$ cat src/rtl/fpu_sequencer.sv
// fpu_sequencer: multicycle issue/sequencing stage in front of the combinational
// FP helper units. Registers and conditions operands, waits a per-op latency,
// then qualifies the helper output and emits a one-cycle done/writeback pulse.
// Ports: clk/rst_n (sync active-low); start/opcode/fs/ft from decode; flag_clr;
//        op_a/op_b to helpers; *_res from helpers; busy/done/wb_en/result/fcc/dz_flag.
module fpu_sequencer #(
  parameter int ADD_LAT = 2,
  parameter int MUL_LAT = 3,
  parameter int DIV_LAT = 8,
  parameter int CVT_LAT = 2
) (
  input  logic        clk,
  input  logic        rst_n,
  input  logic        start,
  input  logic [2:0]  opcode,
  input  logic [31:0] fs,
  input  logic [31:0] ft,
  input  logic        flag_clr,
  output logic [31:0] op_a,
  output logic [31:0] op_b,
  input  logic [31:0] addsub_res,
  input  logic [31:0] mul_res,
  input  logic [31:0] div_res,
  input  logic [31:0] cvt_res,
  input  logic [31:0] ceq_res,
  input  logic [31:0] clt_res,
  output logic        busy,
  output logic        done,
  output logic        wb_en,
  output logic [31:0] result,
  output logic        fcc,
  output logic        dz_flag
);

  localparam logic [2:0] OP_ADD = 3'd0, OP_SUB = 3'd1, OP_MUL = 3'd2, OP_DIV = 3'd3,
                         OP_CVT = 3'd4, OP_CEQ = 3'd5, OP_CLT = 3'd6;

  typedef enum logic {IDLE, EXEC} state_t;

  state_t      state, state_nxt;
  logic [3:0]  cnt, cnt_nxt;
  logic [2:0]  opc, opc_nxt;
  logic [31:0] op_a_nxt, op_b_nxt, result_nxt;
  logic        done_nxt, wb_en_nxt, fcc_nxt, dz_nxt;
  logic [3:0]  lat_m1;
  logic        za, zb, sgn;

  // Only bit 0 of the compare helpers carries information.
  logic unused_ok;
  assign unused_ok = &{1'b0, ceq_res[31:1], clt_res[31:1]};

  assign busy = (state == EXEC);

  // Zero test ignores the sign so that +0 and -0 are both special-cased.
  assign za  = (op_a[30:0] == 31'd0);
  assign zb  = (op_b[30:0] == 31'd0);
  assign sgn = op_a[31] ^ op_b[31];

  always_comb begin
    lat_m1 = 4'd0;
    case (opcode)
      OP_ADD, OP_SUB: lat_m1 = 4'(ADD_LAT - 1);
      OP_MUL:         lat_m1 = 4'(MUL_LAT - 1);
      OP_DIV:         lat_m1 = 4'(DIV_LAT - 1);
      OP_CVT:         lat_m1 = 4'(CVT_LAT - 1);
      default:        lat_m1 = 4'd0;
    endcase
  end

  always_comb begin
    state_nxt  = state;
    cnt_nxt    = cnt;
    opc_nxt    = opc;
    op_a_nxt   = op_a;
    op_b_nxt   = op_b;
    result_nxt = result;
    fcc_nxt    = fcc;
    done_nxt   = 1'b0;
    wb_en_nxt  = 1'b0;
    // Clear is applied first so a divide-by-zero on the same edge overrides it.
    dz_nxt     = flag_clr ? 1'b0 : dz_flag;

    case (state)
      IDLE: begin
        if (start) begin
          opc_nxt   = opcode;
          op_a_nxt  = fs;
          // Subtraction reuses the adder by flipping the sign of operand B.
          op_b_nxt  = (opcode == OP_SUB) ? {~ft[31], ft[30:0]} : ft;
          cnt_nxt   = lat_m1;
          state_nxt = EXEC;
        end
      end
      EXEC: begin
        if (cnt != 4'd0) begin
          cnt_nxt = cnt - 4'd1;
        end else begin
          state_nxt = IDLE;
          done_nxt  = 1'b1;
          wb_en_nxt = (opc != OP_CEQ) && (opc != OP_CLT);
          case (opc)
            OP_ADD, OP_SUB: begin
              if (za)      result_nxt = op_b;
              else if (zb) result_nxt = op_a;
              else         result_nxt = addsub_res;
            end
            OP_MUL: result_nxt = (za || zb) ? {sgn, 31'd0} : mul_res;
            OP_DIV: begin
              if (zb) begin
                result_nxt = {sgn, 8'hFF, 23'd0};
                dz_nxt     = 1'b1;
              end else if (za) begin
                result_nxt = {sgn, 31'd0};
              end else begin
                result_nxt = div_res;
              end
            end
            OP_CVT: result_nxt = za ? 32'd0 : cvt_res;
            OP_CEQ: fcc_nxt = ceq_res[0];
            OP_CLT: fcc_nxt = clt_res[0];
            default: result_nxt = op_a;
          endcase
        end
      end
      default: state_nxt = IDLE;
    endcase
  end

  always_ff @(posedge clk) begin
    if (!rst_n) begin
      state   <= IDLE;
      cnt     <= 4'd0;
      opc     <= 3'd0;
      op_a    <= 32'd0;
      op_b    <= 32'd0;
      result  <= 32'd0;
      done    <= 1'b0;
      wb_en   <= 1'b0;
      fcc     <= 1'b0;
      dz_flag <= 1'b0;
    end else begin
      state   <= state_nxt;
      cnt     <= cnt_nxt;
      opc     <= opc_nxt;
      op_a    <= op_a_nxt;
      op_b    <= op_b_nxt;
      result  <= result_nxt;
      done    <= done_nxt;
      wb_en   <= wb_en_nxt;
      fcc     <= fcc_nxt;
      dz_flag <= dz_nxt;
    end
  end

endmodule

$ cat config.mk
export PLATFORM = sky130hd
export DESIGN_NAME = fpu_sequencer
export DESIGN_NICKNAME = d
export VERILOG_FILES = /design/src/rtl/fpu_sequencer.sv
export SDC_FILE = /design/constraint.sdc
export NUM_CORES = 1
export LEC_CHECK = 0
export ABC_AREA = 1
export CAP_MARGIN = 25
export CORE_AREA = 3 3 141 143
export CTS_CLUSTER_SIZE = 14
export DETAILED_ROUTE_END_ITERATION = 10
export DIE_AREA = 0 0 144 146
export PLACE_DENSITY = 0.74
export SETUP_SLACK_MARGIN = 0.5
export SLEW_MARGIN = 20
export SYNTH_ARGS = -nofsm -noshare
export SYNTH_HDL_FRONTEND = slang
export SYNTH_SLANG_ARGS = --single-unit
$ cat constraint.sdc
create_clock -name clk -period 2 [get_ports clk]
set_input_delay 0.2 -clock clk [delete_from_list [all_inputs] [get_ports clk]]
set_output_delay 0.2 -clock clk [all_outputs]
set_load 0.005 [all_outputs]
==> flow_metrics.env <==
export IMPL_syn_inst=1091
export IMPL_ys_warnings_count=0
export IMPL_die_w_um=144
export IMPL_port_buffers=301
export IMPL_vias=8287
export IMPL_h_tree_depth=3
export IMPL_path_buf_inv=3
export IMPL_cpPeakStageDelay_ns=0.34
export IMPL_synth_top_family_by_area="simple AND/OR/NAND/NOR gates"
export IMPL_p_comb_share_pct=32.8
export IMPL_first_iter_violations=438
export IMPL_hp_class="input port to flip-flop"
export IMPL_cpLargestDelayFamily="simple AND/OR/NAND/NOR gates"
export IMPL_cts_buffer_depth=2
export IMPL_required_ns=2.25
export IMPL_grt_first_pass_wirelength_mm=42.0
export IMPL_synth_commonest_cells="282 x nand2_1, 146 x inv_1, 144 x nor2_1"
export IMPL_antenna_found_initial=1
export IMPL_cts_root_buf="clkbuf_16"
export IMPL_drv_cap=0
export IMPL_hold_viol_final=0
export IMPL_tightest_slew_ns=0.454
export IMPL_pwr_share_seq_pct=37.2
export IMPL_critPathCaptureType="flip-flop"
export IMPL_synth_area_mux_share_pct=0
export IMPL_critical_path_class="flip-flop to flip-flop"
export IMPL_fin_skew_ns=0.0102
export IMPL_yosysUniqueCellTypes=30
export IMPL_gp_congestion=0.930
export IMPL_core_area_mm2=0.0187
export IMPL_grt_usage_pct=25.7
export IMPL_cts_tree="built"
export IMPL_ioPinCount=364
export IMPL_cp_max_fo=8
export IMPL_leakage_nw=4.84
export IMPL_clkTransAtPathRegs_ns=0.08
export IMPL_fmax_ghz=0.550
export IMPL_fin_nets=1679
export IMPL_p_int_mw=4.56
export IMPL_synth_area_leaders="dfxtp_1 33%, nand2_1 16%, a21oi_1 9.3%, inv_1 8.3%, nor2_1 8.2%"
export IMPL_max_slew_margin_rel_pct=69.7
export IMPL_worst_path_max_delay_cell="dfxtp_2"
export IMPL_yosysMostFrequentCell="nand2_1"
export IMPL_setup_viol=0
export IMPL_drt_pass1_iterations=5
export IMPL_regArea_mm2=0.00220
export IMPL_die_h_um=146
export IMPL_synth_xor_xnor_area_share_pct=0.266
export IMPL_synthArstFlopShare_pct=0
export IMPL_synth_compound_area_share_pct=22.8
export IMPL_grt_pass1_vias=7799
export IMPL_rsz0062_at_grt="true"
export IMPL_cts_buffers=9
export IMPL_final_max_slew_viol_count=0
export IMPL_synth_net_count=1355
export IMPL_multi_input_area_mm2=0.00383
export IMPL_grt_ovfl_total=0
export IMPL_cp_arrival_ns=2.07
export IMPL_via_per_inst=5.01
export IMPL_yosys_area_share_simple_pct=29.8
export IMPL_clkPwrFrac_pct=30.0
export IMPL_syn_to_final_growth_pct=68.0
export IMPL_synth_seq_cells=108
export IMPL_clkSinkCount=108
export IMPL_syn_avg_cell_area_um2=6.05
export IMPL_drt_wl_total_mm=29.0
export IMPL_clock_latency_ns=0.36
export IMPL_hold_buffers=0
export IMPL_finalSetupTns_ns=0
export IMPL_hold_ws_ns=0.351
export IMPL_peakVddDrop_mv=0.416
export IMPL_std_cell_rows=50
export IMPL_start_util_pct=35.3
export IMPL_synth_largest_area_cell="dfxtp_1"
export IMPL_status="finished, final reports clean"
export IMPL_power_switching_mw=2.12
export IMPL_ys_seq_area_share_pct=32.8
export IMPL_yosys_area_top_type_share_pct=32.8
export IMPL_cp_start_kind="flip-flop"
export IMPL_fillers=1751
export IMPL_min_period_over_period_pct=90.9
export IMPL_switching_share_pct=31.7
export IMPL_synthFlopType="dfxtp_1"
export IMPL_post_dp_hpwl_mm=20.7
export IMPL_ant_nets=0
export IMPL_grt_max_degree=49
export IMPL_crit_path_cell_trace="nor2_2 -> nand2_2 -> nor2_4 -> nand2_2 -> nor2_4 -> buf_6 -> buf_12 -> buf_4 -> nor2_1 -> nor2_1 -> nand2_1 -> nand2_1 -> nand2_1 -> nand2_1 -> a21oi_2"
export IMPL_pwr_density_cell_mw_per_mm2=602
export IMPL_die_area_mm2=0.0210
export IMPL_wl_per_cell_um=17.5
export IMPL_syn_area_mm2=0.00660
export IMPL_crit_top_cell="nand2_1"
export IMPL_synth_edf_count=0
export IMPL_drc=0
export IMPL_period_needed_ns=1.82
export IMPL_drive_gt1_share_pct=17.0
export IMPL_synth_fa_ha_area_share_pct=0.190
-- tightest hold or removal path: cells and delay by family --
family          cells  cell delay, ns
buf+inv             2            0.32
compound gates      1            0.15
-- cells by family (layout without fill, tap and decap cells) --
family,count (synthesis),in the layout
XOR/XNOR,2,2
flip-flops,108,108
other,0,1
adder cells (fa/ha/maj),1,1
AND/OR/NAND/NOR,492,493
buffers and inverters,219,547
AO/OA/AOI/OAI,269,269
-- final timing paths --
check,startpoint,endpoint,slack (ns),cells after the start
worst min register to register,result[1]$_SDFFE_PN0P_,result[1]$_SDFFE_PN0P_,0.47,2
worst min-delay path,rst_n,result[2]$_SDFFE_PN0P_,0.35,3
worst max-delay path,op_b[17]$_SDFFE_PN0P_,result[11]$_SDFFE_PN0P_,0.18,15
worst max register to register,op_b[17]$_SDFFE_PN0P_,result[11]$_SDFFE_PN0P_,0.18,15
-- repair_timing --
item                                    CTS  global route
gates resized for setup                  75            81
buffers inserted                         16            18
pin swaps                                22            70
endpoints found under the setup margin   50            61
cloned                                    2             2
-- stage by stage --
stage               area [um^2]  std cells  setup slack [ns]  util (%)  power [mW]
floorplan                  6650       1091             0.485         -        3.44
global placement           9990       1600            0.0456      53.4        4.51
detailed placement         9990       1600            0.0166      53.4        4.53
CTS                       10700       1634             0.171      57.1        6.57
global route              11100       1655            0.0560      59.3        7.00
finish                    11100       1655             0.183      59.3        6.67
-- layer usage --
layer / part of all wire [%] / up-vias / global-route usage (%)
met3: 7.3 / 45 / 4.90
met2: 51 / 319 / 45.8
met1: 39 / 3829 / 31.0
met4: 2.3 / 0 / 7.86
li1: - / 4094 / -
met5: 0 / - / 0
-- placed cells by master (no fill, tap or decap), types with 7 or more instances in the layout --
cell             instances
nand3_2                  7
buf_6                   13
dfxtp_2                 28
o21ai_1                 12
nor2_2                  28
o21ai_0                 84
a21oi_2                 22
inv_2                   12
dfxtp_1                 79
nor2_4                  21
clkbuf_16               10
a21oi_1                123
nand3_1                 49
nand2_2                 20
nor2_1                  99
clkdlybuf4s50_1        286
buf_4                   45
nand2_1                263
buf_12                  13
inv_1                  138
a22oi_1                 22
dlygate4sd2_1           11
-- cell type report --
type	count	share of cell area, %
Antenna cell	1	0.0226
Clock buffer	9	2.03
Clock inverter	7	0.880
Inverter	154	5.26
Multi-Input combinational cell	765	34.5
Sequential cell	108	19.9
Tap cell	234	2.64
Timing Repair Buffer	377	34.8
-- power groups by stage --
stage	registers, mW	clock network [mW]	logic (mW)
floorplan	2.51	0	0.933
global placement	2.51	0	2.00
detailed placement	2.51	0	2.02
CTS	2.47	2.03	2.06
global route	2.50	2.10	2.39
finish	2.48	2.00	2.19
-- flip-flops by register name, summed over array words and instances (netlist names) --
signal	flops
op_a	32
opc	3
wb_en	1
busy	1
fcc	1
dz_flag	1
op_b	32
cnt	4
done	1
result	32
Power figures use the tool's default switching activity.
